`src/rtl/common.sv`:
```
// Shared posit datapath types and helpers.
package common;

    typedef enum logic {
        POS = 1'b0,
        NEG = 1'b1
    } sign_t;

    localparam int unsigned SCALE_W = 9;
    localparam int unsigned MANT_W  = 8;

    // Normalised sum as held between the normalise and encode stages.
    typedef struct packed {
        sign_t                      sign;
        logic                       zero;
        logic                       nar;
        logic signed [SCALE_W-1:0]  scale;
        logic [MANT_W-1:0]          mant;
        logic                       sticky;
    } unpacked_posit_t;

    // Largest positive posit of the given width: 0 followed by all ones.
    function automatic logic [31:0] maxpos(input int width);
        return (32'd1 << (width - 1)) - 32'd1;
    endfunction

    // NaR: 1 followed by all zeros.
    function automatic logic [31:0] nar_pattern(input int width);
        return 32'd1 << (width - 1);
    endfunction

endpackage

```
`src/rtl/posit_lzc.sv`:
```
// Combinational leading-zero counter; an all-zero input counts MW.
module posit_lzc #(
    parameter int MW = 8
) (
    input  logic [MW-1:0]              value,
    output logic [$clog2(MW+1)-1:0]    count
);

    logic found;

    // Scan from the MSB, counting zeros until the first one.
    always_comb begin
        count = '0;
        found = 1'b0;
        for (int i = MW - 1; i >= 0; i--) begin
            if (!found) begin
                if (value[i]) begin
                    found = 1'b1;
                end else begin
                    count = count + 1'b1;
                end
            end
        end
    end

endmodule

```
`src/rtl/posit_result_encoder.sv`:
```
// Posit adder output stage: normalise (S1), round/saturate/pack (S2), valid/ready pipeline.
// Optional feature macro: POSIT_ENC_SAT_FLAG_EN adds out_sat (result clamped to maxpos/minpos).
module posit_result_encoder
    import common::*;
#(
    parameter int WIDTH = 7,
    parameter int EN    = 1,
    parameter int MW    = 8   // must match common::MANT_W (S1 register layout)
) (
    input  logic             clk,
    input  logic             rst,
    input  logic             in_valid,
    output logic             in_ready,
    input  sign_t            in_sign,
    input  logic             in_zero,
    input  logic             in_nar,
    input  logic [7:0]       in_scale,
    input  logic [MW-1:0]    in_mant,
    input  logic             in_sticky,
    output logic             out_valid,
    input  logic             out_ready,
    output logic [WIDTH-1:0] out_posit
`ifdef POSIT_ENC_SAT_FLAG_EN
    ,
    output logic             out_sat
`endif
);

    localparam int LZW = $clog2(MW + 1);
    localparam int FW  = 2 * WIDTH;
    localparam int TW  = EN + MW - 1;

    logic [LZW-1:0]            lzc;
    unpacked_posit_t           s1_d, s1_q;
    logic                      s1_v, s2_v, s2_ready;
    logic [WIDTH-1:0]          posit_d, posit_q;

    logic signed [SCALE_W-1:0] scale_s;
    int                        k, reg_len;
    logic [EN-1:0]             e;
    logic [TW-1:0]             tail;
    logic [FW-1:0]             tail_ext, regime, field;
    logic [WIDTH-2:0]          body, mag;
    logic [WIDTH-1:0]          sum;
    logic                      guard, rest_sticky, rnd_up, sat_hi, sat_lo, is_zero;
`ifdef POSIT_ENC_SAT_FLAG_EN
    logic                      sat_d, sat_q;
`endif

    posit_lzc #(.MW(MW)) u_lzc (
        .value (in_mant),
        .count (lzc)
    );

    assign s2_ready  = !s2_v || out_ready;
    assign in_ready  = !s1_v || s2_ready;
    assign out_valid = s2_v;
    assign out_posit = posit_q;
`ifdef POSIT_ENC_SAT_FLAG_EN
    assign out_sat   = sat_q;
`endif

    // S1 next state: shift out leading zeros and compensate the scale.
    always_comb begin
        s1_d.sign   = in_sign;
        s1_d.nar    = in_nar;
        s1_d.zero   = in_zero || (in_mant == '0);
        s1_d.scale  = {in_scale[7], in_scale} - SCALE_W'(lzc);
        s1_d.mant   = in_mant << lzc;
        s1_d.sticky = in_sticky;
    end

    // S1 register: reloads whenever the stage can accept.
    always_ff @(posedge clk or posedge rst) begin
        if (rst) begin
            s1_v <= 1'b0;
            s1_q <= '0;
        end else if (in_ready) begin
            s1_v <= in_valid;
            if (in_valid) begin
                s1_q <= s1_d;
            end
        end
    end

    // S2 encode: build regime|exponent|fraction bit string, round to nearest even, clamp, sign.
    always_comb begin
        scale_s  = s1_q.scale;
        k        = int'(scale_s >>> EN);
        e        = scale_s[EN-1:0];
        tail     = {e, s1_q.mant[MW-2:0]};
        tail_ext = {tail, {(FW - TW){1'b0}}};
        sat_hi   = k > (WIDTH - 3);
        sat_lo   = k < -(WIDTH - 2);
        if (k >= 0) begin
            reg_len = k + 2;
            regime  = ~({FW{1'b1}} >> (k + 1));
        end else begin
            reg_len = 1 - k;
            regime  = {1'b1, {(FW - 1){1'b0}}} >> (reg_len - 1);
        end
        field       = (tail_ext >> reg_len) | regime;
        body        = field[FW-1 -: WIDTH-1];
        guard       = field[FW-WIDTH];
        rest_sticky = (|field[FW-WIDTH-1:0]) || s1_q.sticky;
        rnd_up      = guard && (body[0] || rest_sticky);
        sum         = {1'b0, body} + {{(WIDTH - 1){1'b0}}, rnd_up};
        if (sat_lo) begin
            mag = (WIDTH - 1)'(1);
        end else if (sat_hi || sum[WIDTH-1]) begin
            mag = (WIDTH - 1)'(maxpos(WIDTH));
        end else begin
            mag = sum[WIDTH-2:0];
        end
        posit_d = {1'b0, mag};
        if (s1_q.sign == NEG) begin
            posit_d = -posit_d;
        end
        // A mantissa without its hidden bit after normalisation can only be zero.
        is_zero = s1_q.zero || !s1_q.mant[MW-1];
`ifdef POSIT_ENC_SAT_FLAG_EN
        sat_d = sat_hi || sat_lo || sum[WIDTH-1];
`endif
        if (s1_q.nar) begin
            posit_d = WIDTH'(nar_pattern(WIDTH));
`ifdef POSIT_ENC_SAT_FLAG_EN
            sat_d   = 1'b0;
`endif
        end else if (is_zero) begin
            posit_d = '0;
`ifdef POSIT_ENC_SAT_FLAG_EN
            sat_d   = 1'b0;
`endif
        end
    end

    // S2 register: holds the output while downstream stalls.
    always_ff @(posedge clk or posedge rst) begin
        if (rst) begin
            s2_v    <= 1'b0;
            posit_q <= '0;
`ifdef POSIT_ENC_SAT_FLAG_EN
            sat_q   <= 1'b0;
`endif
        end else if (s2_ready) begin
            s2_v <= s1_v;
            if (s1_v) begin
                posit_q <= posit_d;
`ifdef POSIT_ENC_SAT_FLAG_EN
                sat_q   <= sat_d;
`endif
            end
        end
    end

endmodule
```
`config.mk`:
```
export PLATFORM = sky130hd
export DESIGN_NAME = posit_result_encoder
export DESIGN_NICKNAME = d
export VERILOG_FILES = /design/src/rtl/common.sv /design/src/rtl/posit_lzc.sv /design/src/rtl/posit_result_encoder.sv
export SDC_FILE = /design/constraint.sdc
export NUM_CORES = 1
export LEC_CHECK = 0
export CORE_ASPECT_RATIO = 2
export CORE_MARGIN = 3
export CORE_UTILIZATION = 53
export CTS_BUF_LIST = sky130_fd_sc_hd__clkbuf_8
export CTS_CLUSTER_DIAMETER = 200
export DETAILED_ROUTE_END_ITERATION = 16
export PLACE_DENSITY = 0.76
export SLEW_MARGIN = 0
export SYNTH_ARGS = -nofsm -noshare
export SYNTH_HDL_FRONTEND = slang
export SYNTH_SLANG_ARGS = --single-unit
```
`constraint.sdc`:
```
create_clock -name clk -period 4.65 [get_ports clk]
set_clock_uncertainty 0.05 [all_clocks]
set_input_delay 1.395 -clock clk [delete_from_list [all_inputs] [get_ports clk]]
set_output_delay 1.395 -clock clk [all_outputs]
set_load 0.02 [all_outputs]
```
# --- Yosys cells after proc, flatten, opt, wreduce, memory -nomap -nowiden ---
# Cells that the tools add are included.
op_classes:
  add_sub_neg: 14
  order_cmp: 3
  n_shift: 4
  muxes: 35
  bitwise_logic: 2
  n_reduce_logical: 15
op_table:
  columns: ["cell", "count"]
  rows:
  - [">> shifter 14 x 32 -> 14 bit, first input constant", 2]
  - ["2-to-1 mux 4 bit", 14]
  - ["2-to-1 mux 32 bit", 1]
  - [">> shifter 14 x 32 -> 14 bit", 1]
  - ["adder 4 x 1 -> 4 bit, second input constant", 6]
  - ["2-to-1 mux 7 bit", 3]
  - ["2-to-1 mux 1 bit", 14]
  - ["2-to-1 mux 14 bit", 1]
  - ["NOT 14 bit", 1]
  - ["OR 14 bit", 1]
  - ["2-to-1 mux 6 bit", 2]
  - ["subtractor 9 x 2 -> 10 bit, second input constant", 1]
  - ["adder 8 x 2 -> 9 bit, second input constant", 1]
  - ["adder 8 x 3 -> 9 bit, second input constant", 1]
  - ["subtractor 2 x 8 -> 9 bit, first input constant", 1]
  - ["subtractor 8 x 5 -> 9 bit", 1]
  - [">= comparator 8 x 1 -> 1 bit, second input constant", 1]
  - ["> comparator 8 x 4 -> 1 bit, second input constant", 1]
  - ["zero test 8 bit", 1]
  - ["< comparator 8 x 4 -> 1 bit, second input constant", 1]
  - ["left shift 8 x 4 -> 8 bit", 1]
  - ["adder 6 x 1 -> 7 bit", 1]
  - ["logical OR 1 bit", 7]
  - ["negation 6 -> 7 bit", 1]
  - ["other kinds (5)", 8]
totals:
  ff_bits: 30
  input_bits: 24
  output_inout_bits: 9
  wordCells: 82

# --- Longest topological paths before layout ---
logic_depth:
  ltp_word: 23
  depth_mapped: 24
  mapped_depth_nobuf: 24

# --- Cells and area by module ---
# From an unflattened synthesis, not the netlist that was laid out.
unflattened:
  hier_cells: 500
  area_unflattened_um2: 3881.2
by_module_without_submodules:
  columns: ["mod", "instances", "cells_per_inst", "area_per_inst_um2", "seq_area_each_um2"]
  rows:
  - ["posit_result_encoder", 1, 451, 3567.2, 750.7]
  - ["posit_lzc", 1, 49, 314.1, 0.0]

# --- Worst setup path before layout ---
# OpenSTA, ideal clock, no wires.
synth_timing:
  kind: "input -> register"
  start: "input port in_mant[6]"
  end: "register s1_q, in the netlist scale_s[7]"
  setup_ns: 0.138
  arrival_ns: 5.790
  required_time_ns: 4.462
  slack_ns: -1.328
  stages: 23
  path_buffers: 0
  cell_sequence: "nor2_1 > ha_1 > o31a_1 > ha_1 > mux2i_1 > nand2_1 > nand2_1 > inv_1 > ha_1 > a21o_1 > ha_1 > mux2i_1 > o21bai_1 > ha_1 > mux2_2 > inv_1 > ha_1 > a21o_1 > a21o_1 > a211o_1 > nor3_1 > xnor2_1 > o21ai_0"
synth_between:
  elab_chain_cells: 21
  elab_cells_between_ends: 28
  cone_classes: "7 x add/sub; 21 x mux"
synth_lines:
  columns: ["item", "line", "rtl"]
  rows:
  - ["from (decl)", "posit_result_encoder.sv:18", "input logic [MW-1:0] in_mant,"]
  - ["2-to-1 mux 4 bit", "posit_lzc.sv:17", "if (value[i]) begin"]
  - ["2-to-1 mux 4 bit", "posit_lzc.sv:16", "if (!found) begin"]
  - ["adder 4 x 1 -> 4 bit", "posit_lzc.sv:20", "count = count + 1'b1;"]
  - ["2-to-1 mux 4 bit", "posit_lzc.sv:17", null]
  - ["2-to-1 mux 4 bit", "posit_lzc.sv:16", null]
  - ["adder 4 x 1 -> 4 bit", "posit_lzc.sv:20", null]
  - ["2-to-1 mux 4 bit", "posit_lzc.sv:17", null]
  - ["2-to-1 mux 4 bit", "posit_lzc.sv:16", null]
  - ["[5 not listed]", null, null]
  - ["2-to-1 mux 4 bit", "posit_lzc.sv:16", null]
  - ["adder 4 x 1 -> 4 bit", "posit_lzc.sv:20", null]
  - ["2-to-1 mux 4 bit", "posit_lzc.sv:17", null]
  - ["2-to-1 mux 4 bit", "posit_lzc.sv:16", null]
  - ["adder 4 x 1 -> 4 bit", "posit_lzc.sv:20", null]
  - ["2-to-1 mux 4 bit", "posit_lzc.sv:17", null]
  - ["2-to-1 mux 4 bit *", "posit_lzc.sv:16", null]
  - ["subtractor 8 x 5 -> 9 bit *", "posit_result_encoder.sv:68", "s1_d.scale = {in_scale[7], in_scale} - SCALE_W'(lzc);"]
  - ["to (signal assigned)", "posit_result_encoder.sv:77", "s1_q <= '0;"]
  - ["to (signal assigned)", "posit_result_encoder.sv:81", "s1_q <= s1_d;"]
  - ["to (decl)", "posit_result_encoder.sv:34", "unpacked_posit_t s1_d, s1_q;"]
# Every way passes the cells marked *; elsewhere a longest branch is shown, timed or not.
# A chain may end at the register's enable or synchronous reset.

# --- Worst setup path after layout ---
# Same ends and word-level chain as after synthesis.

==> results.py <==
metrics = {
    "global_route": {
        "antenna_found_initial": 0,
        "grt_max_degree": 31,
        "grt_pass1_vias": 3702,
        "track_usage": 0.268,
        "gr-total-overflow": 0,
        "grt_pass1_wl_um": 16400,
    },
    "clock_tree": {
        "htree_levels": 2,
        "clk_path_buf_depth": 2,
        "cts.sinks": 30,
        "clk_latency_ns": 0.29,
        "cts_buffers": 5,
        "path_clk_slew_ns": 0.07,
        "cts_tree": "built",
        "cts_root_buf": "clkbuf_8",
    },
    "setup_path": {
        "reg2reg_to": "out_posit[4]",
        "startpoint_type": "input pin",
        "r2r-start": "scale_s[2]",
        "crit_arrival_ns": 5.55,
        "ff2ff_setup_slack_ns": 0.33,
        "path_class": "input pin to flip-flop",
        "worstRegToRegCells": 15,
        "crit_required_ns": 4.77,
        "critPathCaptureType": "flip-flop",
        "cp_max_fo": 3,
    },
    "power_and_ir_drop": {
        "vdd_drop_max_v": 0.000182,
        "p_per_area_nw_per_um2": 323,
        "total_leakage_power_nw": 1.95,
    },
    "cells_and_area": {
        "layout-drive-gt1-share": 0.220,
        "antennaDiodeCount": 0,
        "synthToLayoutAreaGrowth_pct": 29.2,
        "final_nets": 555,
        "utilization": 0.717,
    },
    "min_path": {
        "hold_depth": 2,
        "hold_start": "out_posit[0]",
        "hp-class": "flip-flop to flip-flop",
        "hold_end": "out_posit[0]",
    },
    "sta": {
        "grt_setup_unrepaired": "true",
        "slew-limit-headroom": 0.255,
        "tns_ns": -5.49,
        "final.period_utilization": 1.17,
        "period_minus_slack_ns": 5.43,
        "max_clock_freq_mhz": 184,
        "hold_viol": 0,
        "setup_viol": 15,
        "maxSlewViolCount": 0,
        "fin_ws_ns": -0.783,
        "worst_pin_slew_ns": 1.12,
    },
    "floorplan": {
        "core_um2": 6360,
        "rows": 41,
        "die_x_um": 63.7,
        "die_h_um": 121,
        "die_area_um2": 7730,
        "start_util": 0.555,
        "ios": 33,
    },
    "placed_design": {
        "place.gp.congestion": 0.908,
        "dp_hpwl_um": 7630,
        "port_buffers": 32,
    },
    "detailed_routing": {
        "drtIter0Drc": 175,
        "drt.antenna.violating_nets": 0,
        "wl_per_cell_um": 17.0,
        "drcViolationCount": 0,
        "first_pass_iters": 4,
        "vias": 3677,
        "routed_wl_um": 10200,
        "via_per_inst": 6.14,
    },
    "synthesis": {
        "synthesis.nets": 485,
        "synth_cells": 442,
        "synth_top_area_cell": "dfrtp_1",
        "synth_seq_cells": 30,
        "ys_types": 73,
        "synth-edff-count": 0,
        "synth.avg_cell_area_um2": 7.99,
        "yosysSeqAreaShare": 0.213,
        "netlist_area_um2": 3530,
        "yosys_warnings": 0,
        "dominantRegCellSynth": "dfrtp_1",
        "synthTopCellsByArea": "dfrtp_1 (21%), ha_1 (6.4%), nand2_1 (5.5%), xnor2_1 (4.7%), o21ai_0 (4.4%)",
        "synthArstFlopShare": 1.00,
        "synth_top_area_share": 0.213,
    },
    "job": {
        "maxCapViolations": 0,
    },
    "outcome": {
        "violations": "negative setup slack",
        "status": "finished with violations",
    },
}
-- layout by cell type (no fill, tap or decap), types with 5 or more instances in the layout --
cell / instances
a21o_1: 10
a21oi_1: 24
a31oi_1: 7
and3_1: 5
buf_4: 49
buf_6: 5
clkbuf_8: 6
clkdlybuf4s50_1: 28
dfrtp_1: 30
ha_1: 14
inv_1: 17
mux2_2: 7
mux2i_1: 10
nand2_1: 49
nand2b_1: 11
nand3_1: 12
nand4_1: 5
nor2_1: 29
nor2b_1: 8
nor3_1: 13
o2111ai_1: 5
o211ai_1: 8
o21ai_0: 22
o21ai_1: 8
xnor2_1: 17
xor2_1: 10
-- synthesized netlist by cell type (all sizes together), types with 5 or more instances --
cell type  instances
clkbuf            13
nor2              30
and3               5
a21oi             25
nand2             52
xor2              10
mux2i             12
ha                18
nand4              5
mux2               9
a31oi              7
nor2b              8
buf                9
xnor2             19
o2111ai            5
nand3             12
o21ai             34
inv               20
dfrtp             30
nor3              15
a21o              10
o211ai             8
nand2b            11
-- worst max-delay path: stages --
cell,delay [ns]
buf_12,0.09
inv_8,0.03
a21oi_4,0.16
ha_4,0.22
o31a_1,0.24
ha_1,0.28
mux2i_1,0.13
nand2_1,0.08
nand2_2,0.09
inv_2,0.05
ha_4,0.26
a21o_1,0.14
ha_4,0.20
mux2i_2,0.19
o21bai_2,0.11
ha_1,0.28
mux2_4,0.29
clkinv_4,0.07
ha_4,0.19
a21o_1,0.16
a21o_1,0.19
a211o_1,0.29
nor3_2,0.19
xnor2_1,0.14
o21ai_1,0.07
-- sequential cells by signal, indices dropped and copies added, names as in the netlist --
register   cells
s1_v           1
out_posit      7
out_valid      1
scale_s        9
s1_q          12
-- power by group --
| part | total, W | switching [W] | internal [W] |
|---|---|---|---|
| Combinational | 0.000876 | 0.000494 | 0.000383 |
| Clock | 0.000223 | 0.000105 | 0.000119 |
| Sequential | 0.000373 | 0.0000695 | 0.000303 |
-- cell type report --
cell class | instances | area (µm²)
well taps | 86 | 108
multi-input cells | 369 | 2770
inverters | 21 | 91.3
clock inverters | 2 | 12.5
clock buffers | 6 | 82.6
repair buffers | 85 | 748
fillers | 539 | 1800
flip-flops and latches | 30 | 751
-- stage by stage --
stage	setup slack [ns]	hold WS (ns)	total power, W	std cells	instance area (µm²)
3_3_place_gp	-1.59	0.406	0.00118	583	4260
5_1_grt	-0.955	0.468	0.00158	599	4560
2_1_floorplan	-0.876	0.391	0.000972	442	3590
3_5_place_dp	-1.75	0.415	0.00121	583	4260
4_1_cts	-0.802	0.431	0.00145	595	4470
6_report	-0.783	0.435	0.00147	599	4560
-- kinds of logic after synthesis --
kind of cell | after synthesis | synth area share
compound gates | 133 | 0.280
buf+inv | 43 | 0.0486
mux | 24 | 0.0819
simple gates | 164 | 0.236
fa+ha+maj | 19 | 0.0695
xor+xnor | 29 | 0.0720
flops | 30 | 0.213
-- how the worst max path moves through the flow --
stage                     startpoint          to  slack [ns]  cells after the start
after floorplan           in_mant[6]  scale_s[7]       -0.88                     24
after global placement    in_mant[6]  scale_s[7]       -1.59                     25
after detailed placement  in_mant[6]  scale_s[7]       -1.75                     25
after CTS                 in_mant[5]  scale_s[7]       -0.80                     24
after global routing      in_mant[6]  scale_s[7]       -0.95                     25
final                     in_mant[6]  scale_s[7]       -0.78                     25
-- what timing repair did --
action / CTS / global route
endpoints found under the setup margin: 16 / 16
gates resized for setup: 36 / 12
hold buffers: 0 / 0
pin swaps: 26 / 22
buffers inserted: 4 / 4
-- metal layers --
metal / global-route usage / up-vias / share of wire
met5: 0 / - / 0
li1: - / 1776 / -
met4: 0.217 / 0 / 0.071
met1: 0.238 / 1756 / 0.34
met3: 0.0269 / 48 / 0.022
met2: 0.522 / 97 / 0.57
Power figures use the tool's default switching activity.
